<file path="src/rtl/packet_sequencer.sv">
// packet_sequencer: sequences decode, encryption, CRC and USB transmit for each received packet.
// Defining PACKET_SEQ_STATS_EN adds saturating pkt_cnt/drop_cnt statistics outputs.
module packet_sequencer #(
    parameter int unsigned ENC_LAT     = 16,
    parameter int unsigned CRC_TIMEOUT = 255
) (
    input  logic       clk,
    input  logic       n_rst,
    input  logic       eop_found,
    input  logic [2:0] data_select,
    input  logic       keys_valid,
    input  logic       crc_done,
    input  logic       tx_busy,
    output logic       enc_start,
    output logic       crc_start,
    output logic       read_ready,
    output logic       busy,
`ifdef PACKET_SEQ_STATS_EN
    output logic       overrun,
    output logic [7:0] pkt_cnt,
    output logic [7:0] drop_cnt
`else
    output logic       overrun
`endif
);
    typedef enum logic [2:0] {IDLE, DECODE, ENCRYPT, CRC, WAIT_TX, SEND} state_t;
    state_t     state_q, state_d;
    logic [7:0] cnt_q, cnt_d;
    always_comb begin
        state_d = state_q;
        cnt_d   = cnt_q;
        case (state_q)
            IDLE:    state_d = eop_found ? DECODE : IDLE;
            DECODE: begin
                if (data_select == 3'b000) begin
                    state_d = IDLE;
                end else if (data_select[2:1] == 2'b01) begin
                    state_d = keys_valid ? ENCRYPT : IDLE;
                    cnt_d   = 8'(ENC_LAT - 1);
                end else begin
                    state_d = WAIT_TX;
                end
            end
            ENCRYPT: begin
                if (cnt_q == 8'd0) begin
                    state_d = CRC;
                    cnt_d   = 8'(CRC_TIMEOUT - 1);
                end else begin
                    cnt_d = cnt_q - 8'd1;
                end
            end
            // crc_done wins over a timeout landing in the same cycle
            CRC: begin
                if (crc_done) begin
                    state_d = WAIT_TX;
                    cnt_d   = 8'd0;
                end else if (cnt_q == 8'd0) begin
                    state_d = IDLE;
                end else begin
                    cnt_d = cnt_q - 8'd1;
                end
            end
            WAIT_TX: state_d = tx_busy ? WAIT_TX : SEND;
            SEND:    state_d = IDLE;
            default: state_d = IDLE;
        endcase
    end
    // Strobes are decoded from the upcoming transition so they land in the first cycle of each state
    always_ff @(posedge clk) begin
        if (!n_rst) begin
            state_q    <= IDLE;
            cnt_q      <= 8'd0;
            enc_start  <= 1'b0;
            crc_start  <= 1'b0;
            read_ready <= 1'b0;
            busy       <= 1'b0;
            overrun    <= 1'b0;
        end else begin
            state_q    <= state_d;
            cnt_q      <= cnt_d;
            enc_start  <= (state_q == DECODE) && (state_d == ENCRYPT);
            crc_start  <= (state_q == ENCRYPT) && (state_d == CRC);
            read_ready <= state_d == SEND;
            busy       <= state_d != IDLE;
            overrun    <= overrun | (eop_found && state_q != IDLE);
        end
    end
`ifdef PACKET_SEQ_STATS_EN
    always_ff @(posedge clk) begin
        if (!n_rst) begin
            pkt_cnt  <= 8'd0;
            drop_cnt <= 8'd0;
        end else begin
            if (state_q == SEND && pkt_cnt != 8'hFF)
                pkt_cnt <= pkt_cnt + 8'd1;
            if ((state_q == DECODE || state_q == CRC) && state_d == IDLE && drop_cnt != 8'hFF)
                drop_cnt <= drop_cnt + 8'd1;
        end
    end
`endif
endmodule

</file>
<file path="config.mk">
export PLATFORM = sky130hd
export DESIGN_NAME = packet_sequencer
export DESIGN_NICKNAME = d
export VERILOG_FILES = /design/src/rtl/packet_sequencer.sv
export SDC_FILE = /design/constraint.sdc
export NUM_CORES = 1
export LEC_CHECK = 0
export CAP_MARGIN = 20
export CORE_AREA = 2 2 60 62
export CTS_BUF_LIST = sky130_fd_sc_hd__clkbuf_8
export DETAILED_ROUTE_END_ITERATION = 10
export DIE_AREA = 0 0 62 64
export GPL_TIMING_DRIVEN = 1
export PLACE_DENSITY = 0.51
export SLEW_MARGIN = 20
export SYNTH_ARGS = -nofsm -noshare
export SYNTH_HDL_FRONTEND = slang
export SYNTH_SLANG_ARGS = --single-unit
</file>
<file path="constraint.sdc">
create_clock -name clk -period 2.2 [get_ports clk]
set_input_delay 0.44 -clock clk [delete_from_list [all_inputs] [get_ports clk]]
set_output_delay 0.44 -clock clk [all_outputs]
set_load 0.005 [all_outputs]
</file>
* Word level (Yosys, flattened, before mapping)
Cells that the tools add are included.
Operators by class: $add $sub $neg 1, equality and inequality tests 11, multiplexer cells 15, bitwise logic cells 1, reductions and logical operators 10
Operator list (number):
- $mux W8 | 5
- $pmux W8 S3 | 1
- $mux W3 | 5
- $pmux W3 S5 | 1
- $eq A3 B2 Y1 const B | 4
- $reduce_bool A3 Y1 | 3
- $logic_not A8 Y1 | 1
- $sub A8 B1 Y8 const B | 1
- $eq A3 B3 Y1 const B | 2
- $logic_not A3 Y1 | 2
- $ne A2 B2 Y1 const B | 2
- $reduce_and A4 Y1 | 1
- $eq A3 B1 Y1 const B | 1
- $logic_and A1 B1 Y1 | 3
- $ne A3 B3 Y1 const B | 1
- $eq A2 B1 Y1 const B | 1
- $mux W1 | 2
- $mux W2 | 1
- $or A1 B1 Y1 | 1
Storage, ports and cells: register bits after elaboration 16, input bits 9, output and inout bits 5

* Logic depth before layout (Yosys ltp)
depth after elaboration 6, depth in mapped cells 6, gate-level depth less buffers 6

* Worst setup path after synthesis
OpenSTA, ideal clock, no wires.
kind register to register, start point register cnt_q[0], end point register cnt_q[1], library setup time 0.119 ns, arrival 1.872 ns, required time 2.081 ns, setup slack 0.209 ns, cell stages (with the launch flop) 7, path through dfxtp_1 inv_1 ha_1 or4b_4 nor4_4 nor2_1 o221a_2
Between the ends: word-level cells in the longest chain between the ends 4
Ends and longest elaborated chain:
- start: declaration | line 28 | logic [7:0] cnt_q, cnt_d;
- start signal: assignment | line 80 | cnt_q <= cnt_d;
- $sub A8 B1 Y8 | line 49, 60
- $mux W8 | line 57 | end else if (cnt_q == 8'd0) begin
- $mux W8 | line 54 | if (crc_done) begin
- $pmux W8 S3 | line 32 | case (state_q)
Parallel ways exist; a longest one is shown, timed or not. The select of a mux whose other input is x is not followed. A chain may end at the register's enable or synchronous reset.

* Worst setup path in the final report
Ends and elaborated chain as after synthesis.

==> results_dict.tcl <==
set metrics [dict create \
    status "complete, no violations" \
    vias 982 \
    drt_wl_total_um 2550 \
    yosysWarnings 0 \
    worst_slew_pin_slew_ps 494 \
    clkPwrFrac_pct 24.4 \
    yosysSeqAreaShare_pct 33.2 \
    wl_per_cell_um 13.9 \
    drtIter0Drc 134 \
    vdd_ir_drop_max_uv 369 \
    worstSetupStartpointType "register" \
    die_area_sq_mm 0.00397 \
    grt_pass1_wl_um 4420 \
    fin_crit_ps 2060 \
    port_buffers 13 \
    p_seq_share_pct 38.9 \
    grt_pass1_vias 921 \
    critPathTopFamily "simple AND/OR/NAND/NOR gates" \
    avgSynthCellArea_sq_um 8.46 \
    cts_resized 0 \
    dp.cells 181 \
    drive_gt1_share_pct 19.6 \
    first_pass_iters 4 \
    cts_setup_buffers 0 \
    pin_count 14 \
    yosysUniqueCellTypes 48 \
    slowest_delay_ps 510 \
    p_leak_nw 0.467 \
    n_fill_cell 360 \
    start_util_pct 29.4 \
    diodes 0 \
    stdcell_count 184 \
    setup_ws_ps 136 \
    clock_sinks 16 \
    cpMaxStageDelayCell "or4b_4" \
    clk_pin_slew_ps 60 \
    max-cap-violations 0 \
    antenna_found_initial 0 \
    drc_errors 0 \
    overflow 0 \
    die_x_um 62 \
    ant_nets 0 \
    slew_violations 0 \
    synth_ff_type "dfxtp_1" \
    netlist_area_sq_um 965 \
    final_nets 150 \
    ys_ff_latch 16 \
    arrival_ps 2200 \
    place_ws_ps 66.3 \
    syn_nets 124 \
    post-route-period-util_pct 93.8 \
    cts_tree "yes" \
    critPathKind "register to register" \
    fmax_ghz 0.485 \
    async_flop_share_pct 0 \
    relSlewSlack_pct 66.2 \
    final-hold-violation-count 0 \
    internal_power_w 0.000607 \
    syn_inst 114 \
    path_cells "inv_1 -> ha_1 -> or4b_4 -> nor4_4 -> nor2_1 -> o221a_2" \
    core_sq_mm 0.00328 \
    h-tree-depth 1 \
    crit_fanout 7 \
    swShare_pct 31.6 \
    final-setup-viol-count 0 \
    skew_ps 3.44 \
    clock_latency_ps 250 \
    numCtsBuffers 3 \
    rows 21 \
    gp_congestion 0.838 \
    ff2ff_setup_slack_ps 140 \
    grt_start_max_net_pins 12 \
    worst_setup_path_end_kind "register" \
    grt_usage_pct 14.6 \
    die_y_um 64 \
    viasPerCell 5.34 \
    hold_class "register to register" \
    root_buffer "clkbuf_8" \
    required_ps 2340 \
    switching_power_w 0.000280 \
    clockBufferDepth 2 \
    combPwrFrac_pct 36.6 \
    dp_hpwl_um 1990 \
    path_buf_inv 1 \
    cts_hold_buf 0 \
    area_growth_pct 32.2 \
    powerDensity_mw_per_mm2 695 \
    synth_edf_count 0 \
]
flip-flops by register name, indices dropped and copies added (netlist names):
name / count
busy: 1
cnt_q: 8
crc_start: 1
enc_start: 1
overrun: 1
read_ready: 1
state_q: 3
worst register-to-register path, cell delays in order (launching register included):
cell and delay (ps):
dfxtp_1 340, inv_1 80, ha_1 160, or4b_4 510, nor4_4 450, nor2_1 130
o221a_2 290
path summary, 6_finish.rpt:
| check | to | startpoint | cells after the start |
|---|---|---|---|
| max | cnt_q[1]$_SDFFE_PN0P_ | cnt_q[0]$_SDFFE_PN0P_ | 6 |
| min | overrun$_SDFF_PN0_ | overrun$_SDFF_PN0_ | 1 |
| max reg2reg | cnt_q[1]$_SDFFE_PN0P_ | cnt_q[0]$_SDFFE_PN0P_ | 6 |
| min reg2reg | overrun$_SDFF_PN0_ | overrun$_SDFF_PN0_ | 1 |
cell usage after synthesis, types with 2 or more instances:
library cell  count  area share, %
inv_1             7            2.7
nand2b_1          5            3.2
or4_4             2            2.3
nor3_1            3            1.6
and2_1            2            1.3
a21oi_1           8            4.2
a211oi_1          3            2.3
nand2_1           6            2.3
o21ai_0           6            3.1
o311a_1           2            2.1
o31ai_1           2            1.6
o211ai_1          3            2.3
o221a_2           2            2.3
nor2b_1           4            2.6
nand4b_1          2            1.8
nor2_1           10            3.9
dfxtp_1          16             33
metrics by stage:
| stage | setup TNS (ps) | utilization, % | hold slack (ps) | area [sq um] | total power, W |
|---|---|---|---|---|---|
| after CTS | 0 | 38.5 | 515 | 1260 | 0.000890 |
| final | 0 | 38.8 | 507 | 1270 | 0.000887 |
| after global placement | 0 | 37.2 | 457 | 1220 | 0.000672 |
| after global routing | -1.26 | 38.8 | 531 | 1270 | 0.000950 |
| after floorplan | 0 | - | 464 | 965 | 0.000543 |
| after detailed placement | 0 | 37.2 | 461 | 1220 | 0.000669 |
final cells by class:
cell class,instances,area [sq um],share of cell area (%)
clock buffer,3,41.3,3.24
inverter,7,26.3,2.06
multi-input combinational,87,609,47.8
sequential,16,320,25.1
tap,46,57.6,4.51
timing repair buffer,25,220,17.3
metal layers:
metal	track usage (%)	part of all wire (%)
met1	21.9	50
met2	20.7	46
met3	4.25	4.0
met4	2.66	0.67
met5	0	0
logic make-up after synthesis:
| group | after synthesis | synth area share, % |
|---|---|---|
| and+or+nand+nor | 45 | 29.7 |
| AOI/OAI and AO/OA | 41 | 31.0 |
| DFF | 16 | 33.2 |
| buffers and inverters | 11 | 4.80 |
| adders and majority gates | 1 | 1.30 |
power by group through the flow:
stage,Combinational (W),Clock [W],Sequential (W)
2_1_floorplan,0.000201,0,0.000341
3_3_place_gp,0.000323,0,0.000349
3_5_place_dp,0.000319,0,0.000350
4_1_cts,0.000322,0.000224,0.000344
5_1_grt,0.000358,0.000244,0.000348
6_report,0.000325,0.000217,0.000345
cells in the final DEF (no fill, tap or decap), types with 2 or more instances in the layout:
cell,netlist,routed
o211ai_1,3,3
inv_1,7,7
clkdlybuf4s50_1,0,13
o21ai_0,6,6
o311a_1,2,2
clkbuf_8,0,3
o221a_2,2,2
a21oi_1,8,8
nand2_1,6,6
nor2b_1,4,4
buf_4,1,12
and2_1,2,2
nand4b_1,2,2
nor2_1,10,10
nor3_1,3,3
a211oi_1,3,3
or4_4,2,2
dfxtp_1,16,16
nand2b_1,5,5
Note: power is estimated with default switching activity, not from simulation.
